File: config.mk
export PLATFORM = sky130hd
export DESIGN_NAME = axicb_scfifo_hs_flat
export DESIGN_NICKNAME = d
export VERILOG_FILES = /design/src/rtl/axicb_scfifo_hs_if.sv /design/src/rtl/axicb_scfifo_hs.sv /design/src/flat_wrapper.sv
export SDC_FILE = /design/constraint.sdc
export NUM_CORES = 1
export LEC_CHECK = 0
export ABC_AREA = 1
export CAP_MARGIN = 20
export CORE_UTILIZATION = 45
export CTS_CLUSTER_DIAMETER = 60
export CTS_CLUSTER_SIZE = 14
export DETAILED_ROUTE_END_ITERATION = 10
export GPL_ROUTABILITY_DRIVEN = 1
export SLEW_MARGIN = 20
export SYNTH_ARGS = -nofsm -noshare
export SYNTH_HDL_FRONTEND = slang
export SYNTH_SLANG_ARGS = --single-unit
File: constraint.sdc
create_clock -name aclk -period 2.5 [get_ports aclk]
set_input_delay 0.5 -clock aclk [delete_from_list [all_inputs] [get_ports aclk]]
set_output_delay 0.5 -clock aclk [all_outputs]
set_load 0.05 [all_outputs]
File: src/rtl/axicb_scfifo_hs_if.sv
// Valid/ready stream bundle for axicb_scfifo_hs.
// The "in" side runs from producer to FIFO and the "out" side from FIFO to consumer.
// The slave modport is the FIFO's view and the master modport is the environment's view.
interface axicb_scfifo_hs_if #(
  parameter int DATA_WIDTH = 8
);
  logic                  in_valid;
  logic                  in_ready;
  logic [DATA_WIDTH-1:0] in_data;
  logic                  in_last;
  logic                  out_valid;
  logic                  out_ready;
  logic [DATA_WIDTH-1:0] out_data;
  logic                  out_last;

  modport master (
    output in_valid, in_data, in_last, out_ready,
    input  in_ready, out_valid, out_data, out_last
  );

  modport slave (
    input  in_valid, in_data, in_last, out_ready,
    output in_ready, out_valid, out_data, out_last
  );
endinterface

File: src/rtl/axicb_scfifo_hs.sv
// Single-clock valid/ready FIFO for crossbar channel buffering.
//
// Features:
// - The head is presented first-word fall-through.
// - The fill level and the almost-full/almost-empty flags are derived from the
//   registered pointers.
// - An optional pass-thru path is available when the FIFO is empty.
//
// Optional packet-store mode, selected by defining AXICB_SCFIFO_PKT_EN:
// - The read side only sees beats up to the last committed packet boundary.
// - A single packet that fills the FIFO is force-committed so that it drains
//   cut-through.
//
// Reset and clear:
// - aresetn (active low), srst and flush each clear the pointers synchronously.
module axicb_scfifo_hs #(
  parameter int ADDR_WIDTH    = 4,
  parameter int DATA_WIDTH    = 8,
  parameter bit PASS_THRU     = 1'b0,
  parameter int AFULL_THRESH  = 2**ADDR_WIDTH - 1,
  parameter int AEMPTY_THRESH = 1
) (
  input  logic                   aclk,
  input  logic                   aresetn,
  input  logic                   srst,
  input  logic                   flush,
  axicb_scfifo_hs_if.slave       hs,
  output logic [ADDR_WIDTH:0]    level,
  output logic                   almost_full,
  output logic                   almost_empty
);

  localparam int                  DEPTH    = 2**ADDR_WIDTH;
  localparam logic [ADDR_WIDTH:0] DEPTH_L  = (ADDR_WIDTH+1)'(DEPTH);
  localparam logic [ADDR_WIDTH:0] PTR_ONE  = (ADDR_WIDTH+1)'(1);
  localparam logic [ADDR_WIDTH:0] AFULL_L  = AFULL_THRESH[ADDR_WIDTH:0];
  localparam logic [ADDR_WIDTH:0] AEMPTY_L = AEMPTY_THRESH[ADDR_WIDTH:0];

  logic                  clear;
  logic                  full;
  logic                  pt_active;
  logic                  push;
  logic                  pop;
  logic [ADDR_WIDTH:0]   wrptr_reg;
  logic [ADDR_WIDTH:0]   rdptr_reg;
  logic [ADDR_WIDTH:0]   vis_level;
  logic [DATA_WIDTH:0]   head;
  logic [DATA_WIDTH:0]   mem_reg [DEPTH];

  // Any of the three clear sources empties the FIFO. A clear wins over a transfer in the same cycle.
  assign clear = ~aresetn | srst | flush;

  // Pointers carry one extra MSB. The modulo difference therefore spans 0..DEPTH without ambiguity.
  assign level = wrptr_reg - rdptr_reg;
  assign full  = (level == DEPTH_L);
  assign head  = mem_reg[rdptr_reg[ADDR_WIDTH-1:0]];

  assign almost_full  = (level >= AFULL_L);
  assign almost_empty = (level <= AEMPTY_L);

`ifdef AXICB_SCFIFO_PKT_EN
  logic [ADDR_WIDTH:0] commit_reg;

  // The consumer only sees beats up to the packet boundary.
  assign vis_level = commit_reg - rdptr_reg;
  // Pass-thru would expose partial packets, so it is always off in this mode.
  assign pt_active = PASS_THRU & 1'b0;

  // Commit pointer. It moves past each stored last beat.
  // When a lone oversize packet fills the FIFO, it jumps to wrptr so the stream keeps moving.
  always_ff @(posedge aclk) begin
    if (clear) begin
      commit_reg <= '0;
    end else if (push && hs.in_last) begin
      commit_reg <= wrptr_reg + PTR_ONE;
    end else if (full && (commit_reg == rdptr_reg)) begin
      commit_reg <= wrptr_reg;
    end
  end
`else
  assign vis_level = level;
  assign pt_active = PASS_THRU && (level == '0) && hs.out_ready;
`endif

  // Handshake outputs. Normally they come from the stored head. An empty FIFO in pass-thru forwards the producer directly.
  always_comb begin
    hs.in_ready  = ~full;
    hs.out_valid = (vis_level != '0);
    hs.out_data  = head[DATA_WIDTH-1:0];
    hs.out_last  = head[DATA_WIDTH];
    if (pt_active) begin
      hs.in_ready  = 1'b1;
      hs.out_valid = hs.in_valid;
      hs.out_data  = hs.in_data;
      hs.out_last  = hs.in_last;
    end
  end

  // A bypassed beat is neither stored nor counted as a pop.
  assign push = hs.in_valid & hs.in_ready & ~pt_active;
  assign pop  = hs.out_valid & hs.out_ready & ~pt_active;

  // Write and read pointer update.
  always_ff @(posedge aclk) begin
    if (clear) begin
      wrptr_reg <= '0;
      rdptr_reg <= '0;
    end else begin
      if (push) wrptr_reg <= wrptr_reg + PTR_ONE;
      if (pop)  rdptr_reg <= rdptr_reg + PTR_ONE;
    end
  end

  // Payload storage, with the last flag kept as the top bit of each entry.
  always_ff @(posedge aclk) begin
    if (push && !clear) begin
      mem_reg[wrptr_reg[ADDR_WIDTH-1:0]] <= {hs.in_last, hs.in_data};
    end
  end

endmodule

File: src/flat_wrapper.sv
// flat-port wrapper written by rule: the top's interface ports become plain ports
module axicb_scfifo_hs_flat 
#(
  parameter int ADDR_WIDTH    = 4,
  parameter int DATA_WIDTH    = 8,
  parameter bit PASS_THRU     = 1'b0,
  parameter int AFULL_THRESH  = 2**ADDR_WIDTH - 1,
  parameter int AEMPTY_THRESH = 1
)
  (aclk, aresetn, srst, flush, level, almost_full, almost_empty, hs_in_valid, hs_in_data, hs_in_last, hs_out_ready, hs_in_ready, hs_out_valid, hs_out_data, hs_out_last);
  axicb_scfifo_hs_if #(.DATA_WIDTH(DATA_WIDTH)) hs_i ();
  input  logic aclk;
  input  logic aresetn;
  input  logic srst;
  input  logic flush;
  output logic [ADDR_WIDTH:0] level;
  output logic almost_full;
  output logic almost_empty;
  input wire logic [$bits(hs_i.in_valid)-1:0] hs_in_valid;
  input wire logic [$bits(hs_i.in_data)-1:0] hs_in_data;
  input wire logic [$bits(hs_i.in_last)-1:0] hs_in_last;
  input wire logic [$bits(hs_i.out_ready)-1:0] hs_out_ready;
  output wire logic [$bits(hs_i.in_ready)-1:0] hs_in_ready;
  output wire logic [$bits(hs_i.out_valid)-1:0] hs_out_valid;
  output wire logic [$bits(hs_i.out_data)-1:0] hs_out_data;
  output wire logic [$bits(hs_i.out_last)-1:0] hs_out_last;
  assign hs_i.in_valid = hs_in_valid;
  assign hs_i.in_data = hs_in_data;
  assign hs_i.in_last = hs_in_last;
  assign hs_i.out_ready = hs_out_ready;
  assign hs_in_ready = hs_i.in_ready;
  assign hs_out_valid = hs_i.out_valid;
  assign hs_out_data = hs_i.out_data;
  assign hs_out_last = hs_i.out_last;
  axicb_scfifo_hs #(.ADDR_WIDTH(ADDR_WIDTH), .DATA_WIDTH(DATA_WIDTH), .PASS_THRU(PASS_THRU), .AFULL_THRESH(AFULL_THRESH), .AEMPTY_THRESH(AEMPTY_THRESH)) u_core (.aclk(aclk), .aresetn(aresetn), .srst(srst), .flush(flush), .hs(hs_i), .level(level), .almost_full(almost_full), .almost_empty(almost_empty));
endmodule
# Word-level counts from Yosys, hierarchy flattened
# Memories as Yosys holds them, arrays and structs flattened. A register that Yosys moved wholly into a read port is not among the register bits.
# Cells that the tools add are included.
# op_classes
add_sub_neg	3
mul	0
div_mod_pow	0
magnitude_cmp	2
eq_ne	1
shift	0
mux	4
bitwise	6
reduce_logical	3
# ops
op	n
adder 5 x 1 -> 5 bit, second input constant	2
2-to-1 mux 4 bit	2
== test 5 bit, second input constant	1
>= comparator 5 x 4 -> 1 bit, second input constant	1
less-or-equal comparator 5 x 1 -> 1 bit, second input constant	1
nonzero test 5 bit	1
subtractor 5 bit	1
AND 1 bit	2
2-to-1 mux 1 bit	2
NOT 1 bit	2
bitwise OR 1 bit	2
logical AND 1 bit	1
logical NOT 1 bit	1
# totals
reg_bits	10
latch_bits	0
ram_bits	144
mem_bits_ro	0
input_bits	15
output_inout_bits	18
elab_cells	22
memories	1
# mem_list
name	depth	word_bits	rd	rd_clocked_by_memory_dff	wr	line_no	text
u_core.mem_reg	16	9	1	1	1	axicb_scfifo_hs.sv:48	logic [DATA_WIDTH:0] mem_reg [DEPTH];

# Logic depth before layout (Yosys ltp)
# depth
depth_word	7
ltp_mapped	13
mapped_depth_nobuf	12

# Worst setup path before layout
# Ideal clock, no wire load.
# synth_path
kind	flip-flop to output port
from	register u_core.wrptr_reg[0]
to	output almost_empty
arrival_time_ns	3.068
setup_slack_ns	-1.068
stages_incl_launch_ff	10
cell_sequence	dfxtp_1 -> inv_1 -> ha_1 -> inv_1 -> fa_1 -> nand3_2 -> nand2_1 -> nand2_1 -> nand2_2 -> nor4_1
# synth_between
elab_chain_cells	2
# synth_lines
element	line_no	text
start, declared	axicb_scfifo_hs.sv:44	logic [ADDR_WIDTH:0] wrptr_reg;
start signal, assigned	axicb_scfifo_hs.sv:109	if (push) wrptr_reg <= wrptr_reg + PTR_ONE;
subtractor 5 bit	axicb_scfifo_hs.sv:54	assign level = wrptr_reg - rdptr_reg;
named net level[4]	flat_wrapper.sv:16	output logic [ADDR_WIDTH:0] level;
less-or-equal comparator 5 x 1 -> 1 bit	axicb_scfifo_hs.sv:59	assign almost_empty = (level <= AEMPTY_L);
end, declared	flat_wrapper.sv:18	output logic almost_empty;
# The timed path passes the listed nets, and every way through them passes these cells.

# Final worst setup path
# layout_path
from	register u_core.wrptr_reg[0]
to	output almost_empty
# layout_between
elab_chain_cells	2
# layout_lines
element	line_no
subtractor 5 bit	axicb_scfifo_hs.sv:54
less-or-equal comparator 5 x 1 -> 1 bit	axicb_scfifo_hs.sv:59
# Every way passes these cells.

==> results.py <==
metrics = {
    "grt": {
        "overflow": 0,
        "grt_antenna_before_repair": 0,
        "grt_max_degree": 37,
        "grt_pass1_vias": 4341,
        "grt_pass1_wl_mm": 24.1,
        "grt_use_total": 0.211,
    },
    "critical_path": {
        "regToRegSetupSlack_ps": -40,
        "r2r_cells": 15,
        "worstPathArrival_ps": 2150,
        "setup.worst_path.end": "almost_empty",
        "critPathLaunch": "u_core.wrptr_reg[0]",
        "crit_buf_inv": 3,
        "r2r_start": "u_core.wrptr_reg[0]",
        "crit_required_ps": 2000,
        "path_max_fanout": 3,
        "r2r_end": "u_core.mem_reg[10][0]",
        "max_stage_delay_ps": 370,
        "worstSetupPathType": "reg -> out",
        "start_kind": "flop",
        "cp_cell_sequence": "inv_2 > ha_4 > inv_2 > fa_2 > nand3_4 > nand2_2 > nand2_2 > nand2_4 > nor4_4 > buf_12",
        "end_kind": "primary output",
        "cpMaxStageDelayCell": "fa_2",
        "worst-path-stages": 10,
        "critical_path.top_delay_family": "simple AND/OR/NAND/NOR gates",
    },
    "power": {
        "power_density_nw_per_um2": 615,
        "power_uw": 5440,
        "leakagePower_uw": 0.00307,
        "ir_drop_v": 0.000526,
    },
    "final_layout": {
        "areaGrowthSynthToFinish_pct": 31.7,
        "fin_util": 0.609,
        "antennaDiodeCount": 0,
        "largest_reg_flops": 144,
        "layout.nets": 657,
        "drive_gt1_frac": 0.262,
    },
    "routing": {
        "vias": 4434,
        "via_per_inst": 5.37,
        "avgRoutedWirePerCell_um": 19.3,
        "antenna_left": 0,
        "drt_iter0_drc": 300,
        "drc": 0,
        "dr.pass1.iters": 4,
        "totalWireLength_mm": 16.0,
    },
    "logic_synthesis": {
        "synth_top_family_by_area": "compound AO/OA/AOI/OAI gates",
        "yosysSeqAreaShare": 0.685,
        "ys_ff_latch": 158,
        "synth_xor_xnor_area_share": 0.00372,
        "syn_area_um2": 6720,
        "synth_area_per_cell_um2": 12.6,
        "syn_nets": 560,
        "synth_compound_area_frac": 0.110,
        "synth_cell_types": 29,
        "synth_warnings": 0,
        "yosys.area_share.simple": 0.0752,
        "synth.mux.area_fraction": 0.0536,
        "synthAdderAreaFrac": 0.0197,
        "synthCells": 535,
    },
    "die": {
        "die_y_um": 124,
        "initial_core_util": 0.462,
        "num_rows": 44,
        "die-area_um2": 15400,
        "core_area_um2": 14500,
        "die_w_um": 124,
        "num_io_pins": 33,
    },
    "placed_design": {
        "place_ws_ps": -30.4,
        "gp_congestion": 0.757,
        "portBuffers": 32,
        "hpwl_mm": 9.46,
    },
    "sta": {
        "max_freq_mhz": 378,
        "skew_ps": 7.90,
        "maxSlewViolCount": 0,
        "setup_viol": 25,
        "fin_crit_sh": 1.06,
        "hold_viol_final": 0,
        "rsz0062_at_grt": "yes",
        "fin_crit_ps": 2650,
        "relSlewSlack": 0.527,
        "finalWorstSetupSlack_ps": -148,
        "tightest_slew_ps": 707,
    },
    "flow_run": {
        "cap_violations": 0,
    },
    "clock_tree": {
        "cts_max_path_buffers": 2,
        "path_clk_slew_ps": 60,
        "clock-sinks": 158,
        "clk-insertion-delay-late_ps": 420,
        "cts_buffers": 17,
        "htreeDepth": 4,
        "cts_tree": "built",
        "root_buffer": "clkbuf_16",
    },
    "run_status": {
        "status": "finished, violations left",
        "violations": "setup timing",
    },
    "min_path": {
        "holdCritPathClass": "reg -> reg",
    },
}
-- power by group --
part	internal (uW)	switching, uW
clock network	1230	925
logic	172	229
registers	2890	4.79
total	4290	1160
-- Yosys cell counts --
master | count | share of area
inv_1 | 56 | 0.031
edfxtp_1 | 144 | 0.64
nor3_1 | 1 | 0.00074
buf_6 | 1 | 0.0017
fa_1 | 1 | 0.0030
clkbuf_1 | 13 | 0.0073
nand2_2 | 2 | 0.0019
nor4_1 | 1 | 0.00093
nand4_4 | 1 | 0.0032
nor2_1 | 37 | 0.021
inv_2 | 1 | 0.00056
buf_2 | 7 | 0.0052
o211ai_1 | 36 | 0.040
nor3b_1 | 1 | 0.0011
clkinv_1 | 3 | 0.0017
o21ai_0 | 45 | 0.034
buf_4 | 3 | 0.0034
buf_1 | 3 | 0.0017
xnor2_1 | 1 | 0.0013
mux2i_1 | 36 | 0.054
a21oi_1 | 47 | 0.035
nand3_1 | 25 | 0.019
ha_1 | 9 | 0.017
dfxtp_1 | 14 | 0.042
nand2_1 | 40 | 0.022
xor2_2 | 1 | 0.0024
nand3_2 | 2 | 0.0030
nand4_1 | 3 | 0.0028
a21oi_2 | 1 | 0.0013
-- layer usage --
metal	GRT usage	up-vias	part of all wire
met2	0.346	136	0.49
met3	0.0418	19	0.055
li1	-	2129	-
met5	0	-	0
met1	0.275	2150	0.43
met4	0.0886	0	0.020
-- how the worst min path moves through the flow --
stage	startpoint	endpoint	slack, ps	cells past startpoint
6_report	u_core.rdptr_reg[2]	u_core.rdptr_reg[2]	540	2
4_1_cts	u_core.rdptr_reg[3]	u_core.rdptr_reg[3]	540	2
3_5_place_dp	u_core.rdptr_reg[3]	flop	520	2
2_1_floorplan	u_core.rdptr_reg[2]	flop	490	2
3_3_place_gp	u_core.rdptr_reg[2]	u_core.rdptr_reg[2]	520	2
5_1_grt	u_core.rdptr_reg[3]	u_core.rdptr_reg[3]	560	2
-- cell usage in the layout, fill, tap and decap left out, types with 15 or more instances in the layout --
cell,instances
a21oi_1,43
buf_12,23
buf_4,36
buf_6,27
clkbuf_16,17
edfxtp_1,144
inv_1,54
mux2i_1,34
nand2_1,28
nand3_1,22
nor2_1,28
o211ai_1,36
o21ai_0,28
o21ai_1,15
-- worst register-to-register path: stages (launching register included) --
cell and delay (ps):
dfxtp_2 320, inv_2 70, ha_4 120, inv_2 40, fa_2 370, nand3_4 120
nand2_2 70, nand2_2 80, nand2_4 50, buf_4 150, nand4_4 100, buf_6 130
nand4_1 150, buf_4 200, nor2_4 140, buf_6 150
-- timing repair --
action / 4_1_cts / 5_1_grt
resized for setup: 35 / 78
pin swaps: 18 / 28
buffers inserted: 16 / 11
gates cloned: 5 / 6
setup endpoints to repair: 50 / 160
hold buffers: 0 / 0
-- layout make-up --
cell class / instances / area (um^2)
fillers: 1090 / 5680
inverters: 60 / 225
flip-flops and latches: 158 / 4610
clock inverters: 10 / 52.6
well taps: 184 / 230
multi-input cells: 290 / 1990
clock buffers: 19 / 433
repair buffers: 105 / 1310
-- kinds of logic after synthesis --
kind of cell               after synthesis
and+or+nand+nor                        113
xor gates and xnor gates                 2
AOI/OAI and AO/OA                      129
DFF                                    158
adders and majority gates               10
muxes                                   36
buffers and inverters                   87
-- through the flow --
stage,setup TNS (ps),instances,cell area (um^2),hold WS (ps)
2_1_floorplan,-19390,535,6760,485
3_5_place_dp,-268,759,7630,525
3_3_place_gp,0,759,7630,523
4_1_cts,-703,809,8500,541
5_1_grt,-8410,826,8850,559
6_report,-1000,826,8850,537
Note: power is estimated with default switching activity, not from simulation.
